<file path="src/rtl/fetch_unit.sv">
// Instruction fetch front end. It keeps at most one memory request outstanding and
// feeds a 2-entry {pc, instr} buffer toward decode. A redirect flushes the buffer.
module fetch_unit #(
  parameter logic [31:0] RESET_PC = 32'h0000_0000
) (
  input  logic        clk,
  input  logic        rst,
  output logic        imem_req,
  output logic [31:0] imem_addr,
  input  logic        imem_ack,
  input  logic [31:0] imem_rdata,
  output logic        o_valid,
  output logic [31:0] o_instr,
  output logic [31:0] o_pc,
  input  logic        i_ready,
  input  logic        redirect,
  input  logic [31:0] redirect_pc,
  output logic        err_misaligned,
  output logic        err_pc_wrap
);

  typedef enum logic [1:0] {StIdle, StWait, StDrop} state_e;

  state_e      state_q, state_d;
  logic [31:0] fetch_pc_q, fetch_pc_d;
  logic [31:0] addr_q, addr_d;
  logic        req_q;
  logic [1:0]  count_q, count_d, count_pop;
  logic        head_q;
  logic [31:0] buf_pc_q [2];
  logic [31:0] buf_instr_q [2];
  logic        mis_q;
  logic        wrap_q, wrap_d;
  logic        pop, push;
  logic        tail;
  logic [31:0] target, pc_inc;

  assign o_valid        = (count_q != 2'd0);
  assign o_instr        = o_valid ? buf_instr_q[head_q] : 32'h0;
  assign o_pc           = o_valid ? buf_pc_q[head_q] : 32'h0;
  assign imem_req       = req_q;
  assign imem_addr      = addr_q;
  assign err_misaligned = mis_q;
  assign err_pc_wrap    = wrap_q;

  assign pop    = o_valid && i_ready;
  assign target = {redirect_pc[31:2], 2'b00};
  assign pc_inc = fetch_pc_q + 32'd4;
  assign tail   = head_q ^ count_q[0];

  always_comb begin
    state_d    = state_q;
    fetch_pc_d = fetch_pc_q;
    addr_d     = addr_q;
    wrap_d     = wrap_q;
    push       = 1'b0;
    count_pop  = count_q - {1'b0, pop};
    unique case (state_q)
      StIdle: begin
        if (redirect) begin
          fetch_pc_d = target;
          addr_d     = target;
          state_d    = StWait;
        end else if (count_pop != 2'd2) begin
          addr_d  = fetch_pc_q;
          state_d = StWait;
        end
      end
      StWait: begin
        if (redirect) begin
          fetch_pc_d = target;
          if (imem_ack) begin
            addr_d = target;
          end else begin
            // Outstanding response still owed by memory; swallow it later.
            state_d = StDrop;
          end
        end else if (imem_ack) begin
          push       = 1'b1;
          fetch_pc_d = pc_inc;
          if (fetch_pc_q == 32'hFFFF_FFFC) wrap_d = 1'b1;
          if (count_pop == 2'd0) begin
            addr_d = pc_inc;
          end else begin
            state_d = StIdle;
          end
        end
      end
      StDrop: begin
        if (redirect) fetch_pc_d = target;
        if (imem_ack) begin
          addr_d  = redirect ? target : fetch_pc_q;
          state_d = StWait;
        end
      end
      default: state_d = StIdle;
    endcase
    count_d = redirect ? 2'd0 : count_pop + {1'b0, push};
  end

  always_ff @(posedge clk) begin
    if (rst) begin
      state_q        <= StIdle;
      req_q          <= 1'b0;
      addr_q         <= RESET_PC;
      fetch_pc_q     <= RESET_PC;
      count_q        <= 2'd0;
      head_q         <= 1'b0;
      buf_pc_q[0]    <= 32'h0;
      buf_pc_q[1]    <= 32'h0;
      buf_instr_q[0] <= 32'h0;
      buf_instr_q[1] <= 32'h0;
      mis_q          <= 1'b0;
      wrap_q         <= 1'b0;
    end else begin
      state_q    <= state_d;
      req_q      <= (state_d != StIdle);
      addr_q     <= addr_d;
      fetch_pc_q <= fetch_pc_d;
      count_q    <= count_d;
      wrap_q     <= wrap_d;
      mis_q      <= redirect && (redirect_pc[1:0] != 2'b00);
      if (pop && !redirect) head_q <= ~head_q;
      if (push) begin
        buf_pc_q[tail]    <= fetch_pc_q;
        buf_instr_q[tail] <= imem_rdata;
      end
    end
  end

endmodule

</file>
<file path="config.mk">
export PLATFORM = sky130hd
export DESIGN_NAME = fetch_unit
export DESIGN_NICKNAME = d
export VERILOG_FILES = /design/src/rtl/fetch_unit.sv
export SDC_FILE = /design/constraint.sdc
export NUM_CORES = 1
export LEC_CHECK = 0
export ABC_AREA = 0
export BUFFER_PORTS_ARGS = -buffer_cell sky130_fd_sc_hd__buf_2
export CORE_ASPECT_RATIO = 0.7
export CORE_MARGIN = 2
export CORE_UTILIZATION = 57
export DETAILED_ROUTE_END_ITERATION = 7
export GPL_TIMING_DRIVEN = 0
export PLACE_DENSITY_LB_ADDON = 0.25
export SYNTH_ARGS = -nofsm -noshare
export SYNTH_HDL_FRONTEND = slang
export SYNTH_SLANG_ARGS = --single-unit
export TNS_END_PERCENT = 30
</file>
<file path="constraint.sdc">
create_clock -name clk -period 9.7 [get_ports clk]
set_clock_uncertainty 0.2 [all_clocks]
set_input_delay 1.94 -clock clk [delete_from_list [all_inputs] [get_ports clk]]
set_output_delay 1.94 -clock clk [all_outputs]
set_load 0.01 [all_outputs]
</file>
==> results of run 1 <==
-- worst register-to-register path: stages, from the launching register on --
cell	delay [ns]
dfxtp_1	0.37
nor2_1	0.24
inv_1	0.12
and2_1	0.18
ha_1	0.36
nand2b_1	0.17
o2111ai_1	0.12
a21oi_1	0.82
nand2_1	0.31
o22ai_1	0.23
-- cells by family (layout without fill, tap and decap cells) --
kind of cell / after synthesis / count (layout) / synth area share
flip-flops: 201 / 201 / 0.511
XOR/XNOR: 42 / 42 / 0.0354
AND/OR/NAND/NOR: 429 / 429 / 0.228
adder cells (fa/ha/maj): 3 / 3 / 0.00362
buffers and inverters: 103 / 313 / 0.0439
AO/OA/AOI/OAI: 161 / 161 / 0.106
multiplexers: 75 / 75 / 0.0724
-- synthesized netlist by cell type (16+ instances only) --
cell type  count  share of area
edfxtp_1     128           0.37
xor2_1        19          0.016
inv_1         19         0.0069
a21oi_1       40          0.019
and2_1       124          0.075
nor3_1        26          0.013
nor2_1       100          0.036
mux2i_1       74          0.071
o21ai_0       26          0.013
dfxtp_1       73           0.14
nand4_1       17          0.010
o211ai_1      16          0.012
nand2_1       67          0.024
buf_2         29          0.014
clkbuf_1      40          0.014
nand3_1       23          0.011
xnor2_1       23          0.019
-- cell type report --
type                       count  area, µm²
multi-input combinational    710       4650
fill                        1463       5700
clock inverter                14       96.3
tap                          236        295
buffer                        84        384
clock buffer                  24        537
inverter                      19       71.3
sequential                   201       5310
timing repair buffer         172        921
-- per-layer routing --
layer / wire length [µm] / vias up
li1: - / 4024
met1: 13000 / 4115
met2: 12200 / 438
met3: 3100 / 72
met4: 682 / 0
met5: 0 / -
-- through the flow --
stage          hold slack, ns  cell area, µm²
3_5_place_dp            0.245           11600
6_report                0.249           12300
5_1_grt                 0.270           12300
2_1_floorplan           0.273           10400
4_1_cts                 0.253           12300
3_3_place_gp            0.237           11500
-- layout by cell type (no fill, tap or decap), types with 4 or more instances in the layout --
cell type  instances
and3_1            15
mux2i_1           74
o211ai_1          16
a21boi_0           6
nand4_1           17
a31oi_1            7
dfxtp_1           73
a21oi_1           40
clkbuf_16         21
nand3_2            4
xor2_1            19
buf_12             4
and2_1           124
o21ai_0           24
nor2_1           100
buf_4              6
a211oi_1           6
a2111oi_0          4
a22oi_1           14
nand2_1           67
inv_1             19
nand3_1           23
nor4_4             4
clkinv_1           7
nor3_1            26
buf_1              6
a221oi_1           7
o22ai_1            8
clkbuf_1          43
edfxtp_1         128
nor4_1             6
buf_2            197
nand2b_1          15
xnor2_1           23
-- worst max-delay path by stage --
stage | startpoint | to | slack, ns | depth (start not counted)
detailed placement | i_ready | imem_addr[13] | 5.36 | 9
finish | register | o_pc[28] | 5.01 | 5
floorplan | imem_ack | buf_instr_q[1][0] | 2.06 | 3
CTS | register | o_pc[28] | 5.00 | 5
global placement | redirect | buf_instr_q[0][22] | -0.58 | 4
global route | register | o_pc[28] | 4.86 | 5
-- power by group --
part           internal, mW  switching (mW)  leakage, nW
Sequential            0.956          0.0206         1.93
Combinational        0.0883           0.161         2.60
Clock                 0.424           0.331        0.304
-- sequential cells by signal, summed over array words and instances, names as in the netlist, named ones only --
name	flops
imem_req	1
imem_addr	32
err_misaligned	1
head_q	1
state_q	2
err_pc_wrap	1
fetch_pc_q	32
buf_pc_q	64
count_q	2
buf_instr_q	64
==> flow_metrics.env, run 1 <==
export IMPL_end_kind="output port"
export IMPL_wl_per_cell_um=19.8
export IMPL_busiest_layer="met1"
export IMPL_worstRegToRegCells=9
export IMPL_period_share=0.483
export IMPL_cts_setup_buffers=0
export IMPL_cp_max_fo=10
export IMPL_grt_max_degree=29
export IMPL_period_needed_ns=4.69
export IMPL_reg2reg_slack_ns=6.51
export IMPL_ant_nets=0
export IMPL_start_util=0.578
export IMPL_num_rows=41
export IMPL_drcViolationCount=0
export IMPL_dp_slack_ns=5.36
export IMPL_synthCells=1014
export IMPL_dieArea_um2=19300
export IMPL_via_count=8649
export IMPL_utilization=0.683
export IMPL_mappedNetlistArea_um2=10400
export IMPL_insertion_delay_ns=0.50
export IMPL_crit_family="buffers and inverters"
export IMPL_setup_viol=0
export IMPL_setup_slack_ns=5.01
export IMPL_use_met3=0.0726
export IMPL_tritoncts="done"
export IMPL_dpl_hpwl_um=21000
export IMPL_rsz0062_at_grt="no"
export IMPL_die_w_um=165
export IMPL_drive_gt1_frac=0.217
export IMPL_clockBufferDepth=3
export IMPL_grt_ovfl_total=0
export IMPL_synth_seq_area_share=0.511
export IMPL_min_delay_start="imem_addr[2]"
export IMPL_clk_pin_slew_ns=0.06
export IMPL_fin_tns_setup_ns=0
export IMPL_fmax_ghz=0.213
export IMPL_grt_pass1_wl_um=43400
export IMPL_wl_um=28900
export IMPL_reg2reg_to="imem_addr[28]"
export IMPL_hold_viol=0
export IMPL_chipHeight_um=117
export IMPL_root_buffer="clkbuf_16"
export IMPL_status="finished, final reports clean"
export IMPL_grt_pass1_vias=7701
export IMPL_worstPathCellList="clkbuf_1 -> buf_1 -> mux2i_1 -> nor2_1 -> buf_2"
export IMPL_core_area_um2=18000
export IMPL_port_buffers=168
export IMPL_slew_headroom=0.298
export IMPL_async_flop_share=0
export IMPL_cts_buffers=21
export IMPL_htree_levels=1
export IMPL_gr_usage_all_layers=0.298
export IMPL_cp_slowest_stage_delay_ns=0.61
export IMPL_leakage_nw=4.83
export IMPL_synth_warnings=0
export IMPL_powerDensity_nw_per_um2=162
export IMPL_synth_fp_nets=1086
export IMPL_antenna_cells=0
export IMPL_worstSetupStartpointType="register"
export IMPL_r2r_start="count_q[0]"
export IMPL_synth_cell_types=73
export IMPL_met1_usage=0.452
export IMPL_firstDrtPassIters=6
export IMPL_drv_slew=0
export IMPL_hp_class="reg -> reg"
export IMPL_instances_no_fill=1460
export IMPL_arrival_ns=2.55
export IMPL_clock_sinks=201
export IMPL_required_ns=7.56
export IMPL_hold_end="imem_addr[2]"
export IMPL_cts_hold_buffers=0
export IMPL_drt_iter0_markers=921
export IMPL_hold_path_depth=2
export IMPL_avgSynthCellArea_um2=10.2
export IMPL_synth_edff_count=128
export IMPL_ioPinCount=169
export IMPL_placed_cells=1422
export IMPL_critPathSlowestCell="buf_1"
export IMPL_syn_to_final_growth_pct=18.0
export IMPL_max_cap_violations=0
export IMPL_tightest_slew_ns=1.05
export IMPL_via_per_inst=5.92
export IMPL_ys_flop_type="edfxtp_1"
export IMPL_final_nets=1281
export IMPL_vdd_drop_max_mv=0.121
export IMPL_grt_util_met2=0.431
export IMPL_finalPower_mw=1.98
export IMPL_cts_resized=0
export IMPL_critical_path_class="reg -> out"
export IMPL_routabilityCongestion=1.02
export IMPL_critical_path_buf_inv_count=3
export IMPL_antenna_found_initial=0
export IMPL_synth_seq_cells=201
Power figures use the tool's default switching activity.
==> inputs of run 2 (changes only) <==
CORE_UTILIZATION = 52   (was 57)
clock period = 4.1 ns   (was 9.7 ns; I/O delays follow)
==> flow_metrics.env, run 2 (synthesis results as in run 1) <==
export IMPL_status="finished, final reports clean"
export IMPL_cts_setup_buffers=0
export IMPL_cp_max_fo=10
export IMPL_dpl_hpwl_um=21200
export IMPL_ioPinCount=169
export IMPL_period_share=0.868
export IMPL_power_internal_mw=3.53
export IMPL_slew_headroom=0.306
export IMPL_reg_top3="buf_instr_q (64), buf_pc_q (64)"
export IMPL_instances_no_fill=1492
export IMPL_hold_path_depth=2
export IMPL_cts_resized=0
export IMPL_syn_to_final_growth_pct=18.6
export IMPL_worstRegToRegCells=10
export IMPL_tightest_slew_ns=1.04
export IMPL_use_met3=0.0486
export IMPL_htree_levels=1
export IMPL_hp_class="reg -> reg"
export IMPL_hold_slack_ns=0.250
export IMPL_min_delay_start="imem_addr[5]"
export IMPL_grt_ovfl_total=0
export IMPL_start_util=0.527
export IMPL_required_ns=3.08
export IMPL_met1_usage=0.418
export IMPL_via_per_inst=5.79
export IMPL_core_area_um2=19700
export IMPL_critical_path_class="reg -> out"
export IMPL_setup_viol=0
export IMPL_wl_per_cell_um=19.6
export IMPL_final_nets=1281
export IMPL_worstSetupStartpointType="register"
export IMPL_ant_nets=0
export IMPL_rsz0062_at_grt="no"
export IMPL_final_cell_mix="buf_2, edfxtp_1, and2_1"
export IMPL_busiest_layer="met1"
export IMPL_r2r_start="count_q[1]"
export IMPL_combPwrFrac=0.126
export IMPL_cts_buffers=21
export IMPL_vdd_drop_max_mv=0.286
export IMPL_tritoncts="done"
export IMPL_insertion_delay_ns=0.50
export IMPL_arrival_ns=2.54
export IMPL_antenna_found_initial=0
export IMPL_grt_max_degree=29
export IMPL_worstPathCellList="nor2_1 -> clkbuf_1 -> buf_1 -> nor2_1 -> buf_2"
export IMPL_clk_pin_slew_ns=0.06
export IMPL_max_cap_violations=0
export IMPL_p_sw_frac=0.254
export IMPL_placed_cells=1456
export IMPL_cp_slowest_stage_delay_ns=0.63
export IMPL_fmax_ghz=0.281
export IMPL_clockPowerShare=0.386
export IMPL_dieArea_um2=21100
export IMPL_antenna_cells=0
export IMPL_leakage_nw=4.84
export IMPL_critPathSlowestCell="clkbuf_1"
export IMPL_switchingPower_mw=1.20
export IMPL_die_w_um=173
export IMPL_drive_gt1_frac=0.217
export IMPL_period_needed_ns=3.56
export IMPL_port_buffers=168
export IMPL_cts_hold_buffers=0
export IMPL_clock_sinks=201
export IMPL_clockBufferDepth=3
export IMPL_drt_iter0_markers=918
export IMPL_hold_end="imem_addr[5]"
export IMPL_hold_viol=0
export IMPL_chipHeight_um=122
export IMPL_cp_common_cell="nor2_1"
export IMPL_drcViolationCount=0
export IMPL_via_count=8638
export IMPL_gr_usage_all_layers=0.273
export IMPL_num_rows=43
export IMPL_drv_slew=0
export IMPL_grt_pass1_vias=7929
export IMPL_wl_um=29300
export IMPL_grt_pass1_wl_um=44700
export IMPL_power_frac_seq=0.488
export IMPL_reg2reg_to="imem_addr[13]"
export IMPL_reg2reg_slack_ns=0.87
export IMPL_end_kind="output port"
export IMPL_routabilityCongestion=0.997
export IMPL_grt_util_met2=0.402
export IMPL_firstDrtPassIters=6
export IMPL_powerDensity_nw_per_um2=384
export IMPL_root_buffer="clkbuf_16"
export IMPL_final_common_cell="buf_2"
-- run 2: changes by cell type in the layout (fill, tap and decap cells not counted), sizes merged --
cell and delta:
clkinv -1, bufinv +1, clkbuf -1, clkinvlp -1
-- run 2: how the worst max path moves through the flow --
stage                          start            endpoint  cells past startpoint  slack, ns
after CTS                 count_q[1]            o_pc[13]                      5       0.53
after global placement      redirect  buf_instr_q[1][24]                      4      -2.64
final                     count_q[1]            o_pc[13]                      5       0.54
after floorplan             imem_ack   buf_instr_q[0][0]                      3      -0.69
after detailed placement     i_ready       imem_addr[11]                      9       0.86
after global routing      count_q[1]            o_pc[13]                      5       0.37
-- run 2: critical path: cells and delay by family, from the launching register on --
family | cells | cell delay [ns]
DFF | 1 | 0.36
and+or+nand+nor | 2 | 0.41
buffers and inverters | 3 | 1.27
-- run 2: stage by stage --
stage | worst slack, ns | setup TNS, ns | power, mW | cell area (µm²) | utilization
3_5_place_dp | 0.856 | 0 | 2.93 | 11700 | 0.593
6_report | 0.540 | 0 | 4.73 | 12300 | 0.625
2_1_floorplan | -0.692 | -88.63 | 2.70 | 10400 | -
4_1_cts | 0.530 | 0 | 4.75 | 12300 | 0.625
5_1_grt | 0.368 | 0 | 4.89 | 12300 | 0.625
3_3_place_gp | -2.64 | -333.80 | 2.92 | 11600 | 0.587
-- run 2: per-layer routing --
metal / vias to the layer above / wire, µm
met4: 0 / 612
met1: 4108 / 13300
met5: - / 0
met2: 462 / 12200
met3: 54 / 3140
li1: 4014 / -
-- run 2: final cells by class --
cell class | count | area [µm²]
buffer | 84 | 384
sequential | 201 | 5310
inverter | 19 | 71.3
clock buffer | 23 | 533
multi-input combinational | 710 | 4650
tap | 270 | 338
clock inverter | 13 | 110
timing repair buffer | 172 | 928
fill | 1704 | 7380
-- run 2: power groups by stage --
stage | combinational, mW | clock (mW) | sequential [mW]
after CTS | 0.583 | 1.85 | 2.31
after detailed placement | 0.581 | 0 | 2.35
final | 0.594 | 1.83 | 2.31
after global placement | 0.560 | 0 | 2.36
after floorplan | 0.338 | 0 | 2.36
after global routing | 0.638 | 1.93 | 2.32
